## config.mk

```make
export PLATFORM = sky130hd
export DESIGN_NAME = cache_port_arbiter
export DESIGN_NICKNAME = d
export VERILOG_FILES = /design/src/rtl/cache_port_arbiter.sv
export SDC_FILE = /design/constraint.sdc
export NUM_CORES = 1
export LEC_CHECK = 0
export CELL_PAD_IN_SITES_DETAIL_PLACEMENT = 0
export CELL_PAD_IN_SITES_GLOBAL_PLACEMENT = 1
export CORE_MARGIN = 2
export CORE_UTILIZATION = 11
export DETAILED_ROUTE_END_ITERATION = 10
export GPL_TIMING_DRIVEN = 0
export HOLD_SLACK_MARGIN = 0.15
export PLACE_DENSITY = 0.77
export SYNTH_ARGS = -nofsm -noshare
export SYNTH_HDL_FRONTEND = slang
export SYNTH_SLANG_ARGS = --single-unit
export TNS_END_PERCENT = 1
```

## constraint.sdc

```tcl
create_clock -name clk_i -period 1.95 [get_ports clk_i]
set_input_delay 0.39 -clock clk_i [delete_from_list [all_inputs] [get_ports clk_i]]
set_output_delay 0.39 -clock clk_i [all_outputs]
set_load 0.03 [all_outputs]
```

## src/rtl/cache_port_arbiter.sv

```systemverilog
// cache_port_arbiter
//   Shares one single-port 2048x32 L1 cache BRAM between the instruction-fetch
//   port (if_*) and the data load/store bus (d_*). One access is granted per
//   cycle. Every grant gets exactly one response pulse (rvalid or err) in the
//   following cycle.
//
// Configuration macro: ARB_ROUND_ROBIN_EN
//   defined   - a conflict is won by the requester not granted most recently.
//   undefined - fixed priority: the data port always wins a conflict.
//
// Ports
//   clk_i, reset_i              clock, asynchronous active-high reset
//   if_req_i / if_addr_i        fetch request, byte address (held until if_gnt_o)
//   if_gnt_o                    fetch grant (combinational)
//   if_rvalid_o / if_rdata_o    fetch response, byte-swapped BRAM word
//   if_err_o                    fetch address fault (replaces if_rvalid_o)
//   d_req_i, d_we_i, d_addr_i,
//   d_wdata_i, d_be_i           data request (held until d_gnt_o)
//   d_gnt_o                     data grant (combinational)
//   d_rvalid_o / d_rdata_o      load data or store ack (rdata 0 on store ack)
//   d_err_o                     data address fault (replaces d_rvalid_o)
//   mem_en_o, mem_we_o,
//   mem_addr_o, mem_wdata_o     BRAM control, word-indexed address
//   mem_rdata_i                 BRAM read data, one-cycle latency
//   conflict_cnt_o              saturating count of cycles with both requests high
module cache_port_arbiter #(
    parameter int unsigned ADDR_W = 11,
    parameter int unsigned CNT_W  = 16
) (
    input  logic              clk_i,
    input  logic              reset_i,
    input  logic              if_req_i,
    input  logic [63:0]       if_addr_i,
    output logic              if_gnt_o,
    output logic              if_rvalid_o,
    output logic [31:0]       if_rdata_o,
    output logic              if_err_o,
    input  logic              d_req_i,
    input  logic              d_we_i,
    input  logic [63:0]       d_addr_i,
    input  logic [31:0]       d_wdata_i,
    input  logic [3:0]        d_be_i,
    output logic              d_gnt_o,
    output logic              d_rvalid_o,
    output logic [31:0]       d_rdata_o,
    output logic              d_err_o,
    output logic              mem_en_o,
    output logic [3:0]        mem_we_o,
    output logic [ADDR_W-1:0] mem_addr_o,
    output logic [31:0]       mem_wdata_o,
    input  logic [31:0]       mem_rdata_i,
    output logic [CNT_W-1:0]  conflict_cnt_o
);

    typedef enum logic [2:0] {
        StIdle,
        StRespIf,
        StRespD,
        StErrIf,
        StErrD
    } state_e;

    state_e           state_q, state_d;
    logic             store_q, store_d;
    logic [CNT_W-1:0] conflict_q, conflict_d;

    logic if_fault, d_fault;
    logic pick_if, pick_d;
    logic conflict;

    // Out of range above the array, or not word aligned.
    assign if_fault = (|if_addr_i[63:ADDR_W+2]) | (|if_addr_i[1:0]);
    assign d_fault  = (|d_addr_i[63:ADDR_W+2]) | (|d_addr_i[1:0]);
    assign conflict = if_req_i & d_req_i;

`ifdef ARB_ROUND_ROBIN_EN
    // rr_ptr_q == 0 favours fetch, 1 favours data.
    logic rr_ptr_q;

    assign pick_if = if_req_i & (~d_req_i | ~rr_ptr_q);

    always_ff @(posedge clk_i or posedge reset_i) begin
        if (reset_i) begin
            rr_ptr_q <= 1'b0;
        end else if (if_gnt_o) begin
            rr_ptr_q <= 1'b1;
        end else if (d_gnt_o) begin
            rr_ptr_q <= 1'b0;
        end
    end
`else
    assign pick_if = if_req_i & ~d_req_i;
`endif

    assign pick_d = d_req_i & ~pick_if;

    // Grants are forced low while reset is held so every output reads 0.
    assign if_gnt_o = pick_if & ~reset_i;
    assign d_gnt_o  = pick_d & ~reset_i;

    always_comb begin
        mem_en_o    = 1'b0;
        mem_we_o    = 4'b0000;
        mem_addr_o  = '0;
        mem_wdata_o = 32'h0;
        if (if_gnt_o) begin
            mem_en_o   = ~if_fault;
            mem_addr_o = if_addr_i[ADDR_W+1:2];
        end else if (d_gnt_o) begin
            mem_en_o    = ~d_fault;
            mem_addr_o  = d_addr_i[ADDR_W+1:2];
            mem_wdata_o = d_wdata_i;
            mem_we_o    = (d_we_i & ~d_fault) ? d_be_i : 4'b0000;
        end
    end

    always_comb begin
        state_d    = StIdle;
        store_d    = 1'b0;
        conflict_d = conflict_q;
        if (if_gnt_o) begin
            state_d = if_fault ? StErrIf : StRespIf;
        end else if (d_gnt_o) begin
            state_d = d_fault ? StErrD : StRespD;
            store_d = d_we_i;
        end
        if (conflict && (conflict_q != {CNT_W{1'b1}})) begin
            conflict_d = conflict_q + CNT_W'(1);
        end
    end

    // Asynchronous reset drops any in-flight response.
    always_ff @(posedge clk_i or posedge reset_i) begin
        if (reset_i) begin
            state_q    <= StIdle;
            store_q    <= 1'b0;
            conflict_q <= '0;
        end else begin
            state_q    <= state_d;
            store_q    <= store_d;
            conflict_q <= conflict_d;
        end
    end

    assign if_rvalid_o    = (state_q == StRespIf);
    assign if_err_o       = (state_q == StErrIf);
    assign d_rvalid_o     = (state_q == StRespD);
    assign d_err_o        = (state_q == StErrD);
    assign conflict_cnt_o = conflict_q;

    // Fetch words are stored big-endian relative to the core.
    assign if_rdata_o = if_rvalid_o ?
        {mem_rdata_i[7:0], mem_rdata_i[15:8], mem_rdata_i[23:16], mem_rdata_i[31:24]} : 32'h0;
    assign d_rdata_o  = (d_rvalid_o && !store_q) ? mem_rdata_i : 32'h0;

endmodule

```

**Word-level counts from Yosys, hierarchy flattened**

Cells that the tools add are included.

- Add/subtract/negate cells: 1
- Multiplexer cells: 17
- Eq/ne operators: 5
- Bitwise logic cells: 13
- Reduce and logical (&&, ||, !) cells: 7

Operator list:

| kind | number |
|---|---|
| 32-bit two-way mux | 4 |
| 51-bit OR reduction | 2 |
| 11-bit two-way mux | 2 |
| 16-bit by 1-bit adder with 16-bit output (second input constant) | 1 |
| 16-bit != test (second input constant) | 1 |
| 4-bit two-way mux | 3 |
| 3-bit two-way mux | 3 |
| 1-bit bitwise AND | 6 |
| 3-bit by 2-bit == test with 1-bit output (second input constant) | 2 |
| 1-bit inverter | 5 |
| 1-bit two-way mux | 4 |
| 2-bit OR reduction | 2 |
| 3-bit by 1-bit == test with 1-bit output (second input constant) | 1 |
| 3-bit == test (second input constant) | 1 |
| 1-bit logical AND | 2 |
| 2-bit two-way mux | 1 |
| 1-bit bitwise OR | 2 |
| 1-bit zero test | 1 |

- Register bits after elaboration: 20

**Depth between registers and ports, before layout**

- Word-level depth: 7
- Mapped depth: 5
- Mapped depth without buffers: 5

**Worst setup path after synthesis**

OpenSTA, ideal clock, no wires.

- Path type: input -> output
- Start: input port d_addr_i[47]
- End: output port mem_we_o[0]
- Stages: 5
- Required time: 1,560 ps
- Data arrival time: 2,088 ps
- Slack: -528 ps
- Buffers on the path: 1
- Cell sequence: nor4_1 nand4_1 or4_1 buf_2 nor3_1

- Word-level cells in the longest chain between the ends: 7

Ends and longest elaborated chain:

| element | line | source |
|---|---|---|
| start, declared | 40 | `input logic [63:0] d_addr_i,` |
| 51-bit OR reduction | 73 | `assign d_fault = (\|d_addr_i[63:ADDR_W+2]) \| (\|d_addr_i[1:0]);` |
| 1-bit bitwise OR | 73 |  |
| 1-bit inverter | 113 | `mem_we_o = (d_we_i & ~d_fault) ? d_be_i : 4'b0000;` |
| 1-bit bitwise AND | 113 |  |
| 4-bit two-way mux | 113 |  |
| 4-bit two-way mux | 109 | `end else if (d_gnt_o) begin` |
| 4-bit two-way mux | 106 | `if (if_gnt_o) begin` |
| end, declared | 48 | `output logic [3:0] mem_we_o,` |

No other way between the ends.

**Worst setup path in the final report**

- Start: input port d_addr_i[13]
- End: output port mem_en_o

- Word-level cells in the longest chain between the ends: 5

Ends and longest elaborated chain:

| element | line | source |
|---|---|---|
| 51-bit OR reduction | 73 |  |
| 1-bit bitwise OR | 73 |  |
| 1-bit inverter | 110 | `mem_en_o = ~d_fault;` |
| 1-bit two-way mux | 109 |  |
| 1-bit two-way mux | 106 |  |
| end, declared | 47 | `output logic mem_en_o,` |

No other way between the ends.

==> results.toml <==
[pwr]
peakVddDrop_mv = 0.328
p_int_mw = 1.52
power.density_nw_per_um2 = 376
p_leak_nw = 2.75
clock_power_share_pct = 23.9
p_sw_share_pct = 34.9
pwr-share-seq_pct = 24.7
power_frac_comb_pct = 51.4
p_sw_mw = 0.818

[cells_and_area]
fill_cells = 1889
fin_area_um2 = 6220
layout-drive-gt1-share_pct = 34.2
seqCellArea_um2 = 504
fin_nets = 802
multi_input_area_um2 = 1720
area_growth_syn_to_layout_pct = 209
diodes = 0

[grt]
grt_pass1_vias = 3281
grt_max_degree = 13
track_usage_pct = 12.4
antenna_found_initial = 0
grt_pass1_wl_mm = 19.0
globalRoute.totalOverflow = 0

[routing]
avgRoutedWirePerCell_um = 15.6
firstDrtPassIters = 4
vias = 3217
drcViolationCount = 0
drt_iter0_drc = 70
via_per_inst = 3.89
wl_mm = 12.9
postRouteAntennaNets = 0

[floorplanning]
dieArea_um2 = 19400
initial_core_util_pct = 11.2
rows = 49
io_pins = 335
die_w_um = 139
die_y_um = 139
core_area_um2 = 18000

[clocking]
h-tree-depth = 1
clk_pin_slew_ps = 60
worstSkewPairLatency_ps = 250
holdBufCountCts = 0
cts_tree = "built"
cts_buffers = 3
clockBufferDepth = 2
clock-root-buffer = "clkbuf_16"
cts.sinks = 20

[timing]
relSlewSlack_pct = 63.8
skew_ps = 3.31
setup_viol = 64
hold_violations = 0
worst_slew_pin_slew_ps = 540
grt_setup_unrepaired = "yes"
maxSlewViolCount = 0
fmaxAchievable_mhz = 424
setup_slack_ps = -408
finalCriticalPeriod_ps = 2360
period_share_pct = 121

[synth]
synth_cells = 258
synth_area_um2 = 2010
synth_top_flop_cell = "dfrtp_1"
syn_avg_cell_area_um2 = 7.80
syn-num-nets = 460
synth-seq-cells = 20
synth_edf_count = 0
async_flop_share_pct = 100
synth.largest_area_cell = "and2_1"
synth_cell_types = 36
ys_seq_area_share_pct = 24.9
ys.warnings.count = 0
ys_top_cells_by_area = "and2_1 30%, dfrtp_1 25%, nor4_1 8.1%"
synth_top_area_share_pct = 30.5

[setup_path]
worstPathMaxFanout = 7
critical_path_class = "in -> out"
startpoint_type = "primary input"
required_ps = 1560
cp_slowest_cell = "or4_4"
cp_cell_sequence = "dlygate4sd2_1, nor4_1, nand4_1, or4_4, buf_12, a2bb2o_4, buf_8"
crit_path_max_incr_delay_ps = 510
cp_data_arrival_time_ps = 1970
end_kind = "output pin"

[place]
place_ws_ps = -1730
postPlaceCellArea_um2 = 5740
numPortBuffers = 334
place_hpwl_mm = 11.5
place.gp.congestion = 0.846

[flow_run]
drv_cap = 0

[status]
violations = "negative setup slack"
status = "finished, violations left"

[worst_hold_path]
hold_path_class = "in -> async"
[power by group through the flow]
stage               Combinational [mW]  Clock (mW)  Sequential (mW)
finish                            1.20       0.559            0.579
global route                      1.28       0.590            0.593
CTS                               1.21       0.572            0.581
detailed placement                1.22           0            0.586
global placement                  1.21           0            0.586
floorplan                        0.358           0            0.680
[sequential cells by signal, summed over array words and instances, names as in the netlist]
| name | count |
|---|---|
| store_q | 1 |
| conflict_cnt_o | 16 |
| state_q | 3 |
[synth_stat cells (all sizes together) (2+ instances only)]
cell	count
and2	98
nor4	28
dfrtp	20
clkbuf	13
nor3	13
nand4	12
a22o	11
nand2	10
xor2	10
inv	7
nor2	6
nand3	5
mux2	3
nor3b	3
and3	2
xnor2	2
[critical path, delay by kind of cell]
| family | cells | cell delay, ps |
|---|---|---|
| buffers and inverters | 3 | 530 |
| and+or+nand+nor | 3 | 830 |
| AOI/OAI and AO/OA | 1 | 210 |
[layout make-up]
type	instances	area share, %
clock inverters	1	0.483
well taps	229	4.60
flip-flops and latches	20	8.10
clock buffers	3	1.21
plain buffers	14	2.31
repair buffers	336	54.9
multi-input cells	216	27.7
inverters	8	0.623
repair inverters	1	0.0804
[layout by cell type, fill, tap and decap left out, drive strengths merged, types with 2 or more instances in the layout]
cell type and count:
nand3 5, and3 2, nor3 13, clkdlybuf4s50 137, dlymetal6s2s 23, a22o 11
xor2 10, dfrtp 20, nor3b 3, mux2 3, nor4 28, clkinvlp 2
dlygate4sd2 20, clkdlybuf4s15 82, nand4 12, inv 6, xnor2 2, clkbuf 23
buf 68, nand2 10, nor2 6, and2 98
[metal layers]
layer / track usage, % / up-vias / part of all wire [%]
li1: - / 1590 / -
met1: 14.0 / 1413 / 38
met2: 23.7 / 206 / 52
met3: 3.48 / 8 / 9.1
met4: 1.33 / 0 / 0.94
met5: 0 / - / 0
[worst paths after layout]
check | slack [ps] | depth (start not counted) | end | startpoint
worst max-delay path | -410 | 7 | mem_en_o | d_addr_i[13]
worst min-delay path | 180 | 2 | conflict_cnt_o[11]$_DFFE_PP0P_ | reset_i
worst max register to register | 70 | 5 | conflict_cnt_o[14]$_DFFE_PP0P_ | conflict_cnt_o[0]$_DFFE_PP0P_
worst min register to register | 490 | 1 | conflict_cnt_o[11]$_DFFE_PP0P_ | conflict_cnt_o[11]$_DFFE_PP0P_
max in group asynchronous | 1480 | 2 | conflict_cnt_o[10]$_DFFE_PP0P_ | reset_i
min in group clk_i | 490 | 1 | conflict_cnt_o[11]$_DFFE_PP0P_ | conflict_cnt_o[11]$_DFFE_PP0P_
[through the flow]
step	cells	power [mW]	setup TNS, ps	hold slack [ps]	utilization, %
6_report	828	2.34	-6740	180	34.6
5_1_grt	828	2.46	-13270	216	34.6
4_1_cts	828	2.36	-11700	202	34.0
3_5_place_dp	821	1.81	-129290	491	31.9
3_3_place_gp	821	1.79	-126140	486	31.9
2_1_floorplan	258	1.04	-7440	251	-
[cells by family after synthesis]
logic type / count (synthesis) / synth area share, %
buffers and inverters: 22 / 4.17
AND/OR/NAND/NOR: 184 / 56.8
AO/OA/AOI/OAI: 16 / 6.65
XOR/XNOR: 12 / 5.22
multiplexers: 3 / 1.68
flip-flops: 20 / 24.9
adder cells (fa/ha/maj): 1 / 0.622
[timing repair]
| action | CTS | global route |
|---|---|---|
| resized for setup | 693 | 69 |
| setup endpoints to repair | 124 | 112 |
| buffers inserted | 2 | 0 |
| cloned | 1 | 0 |
| pin swaps | 32 | 33 |
Note: power is estimated with default switching activity, not from simulation.
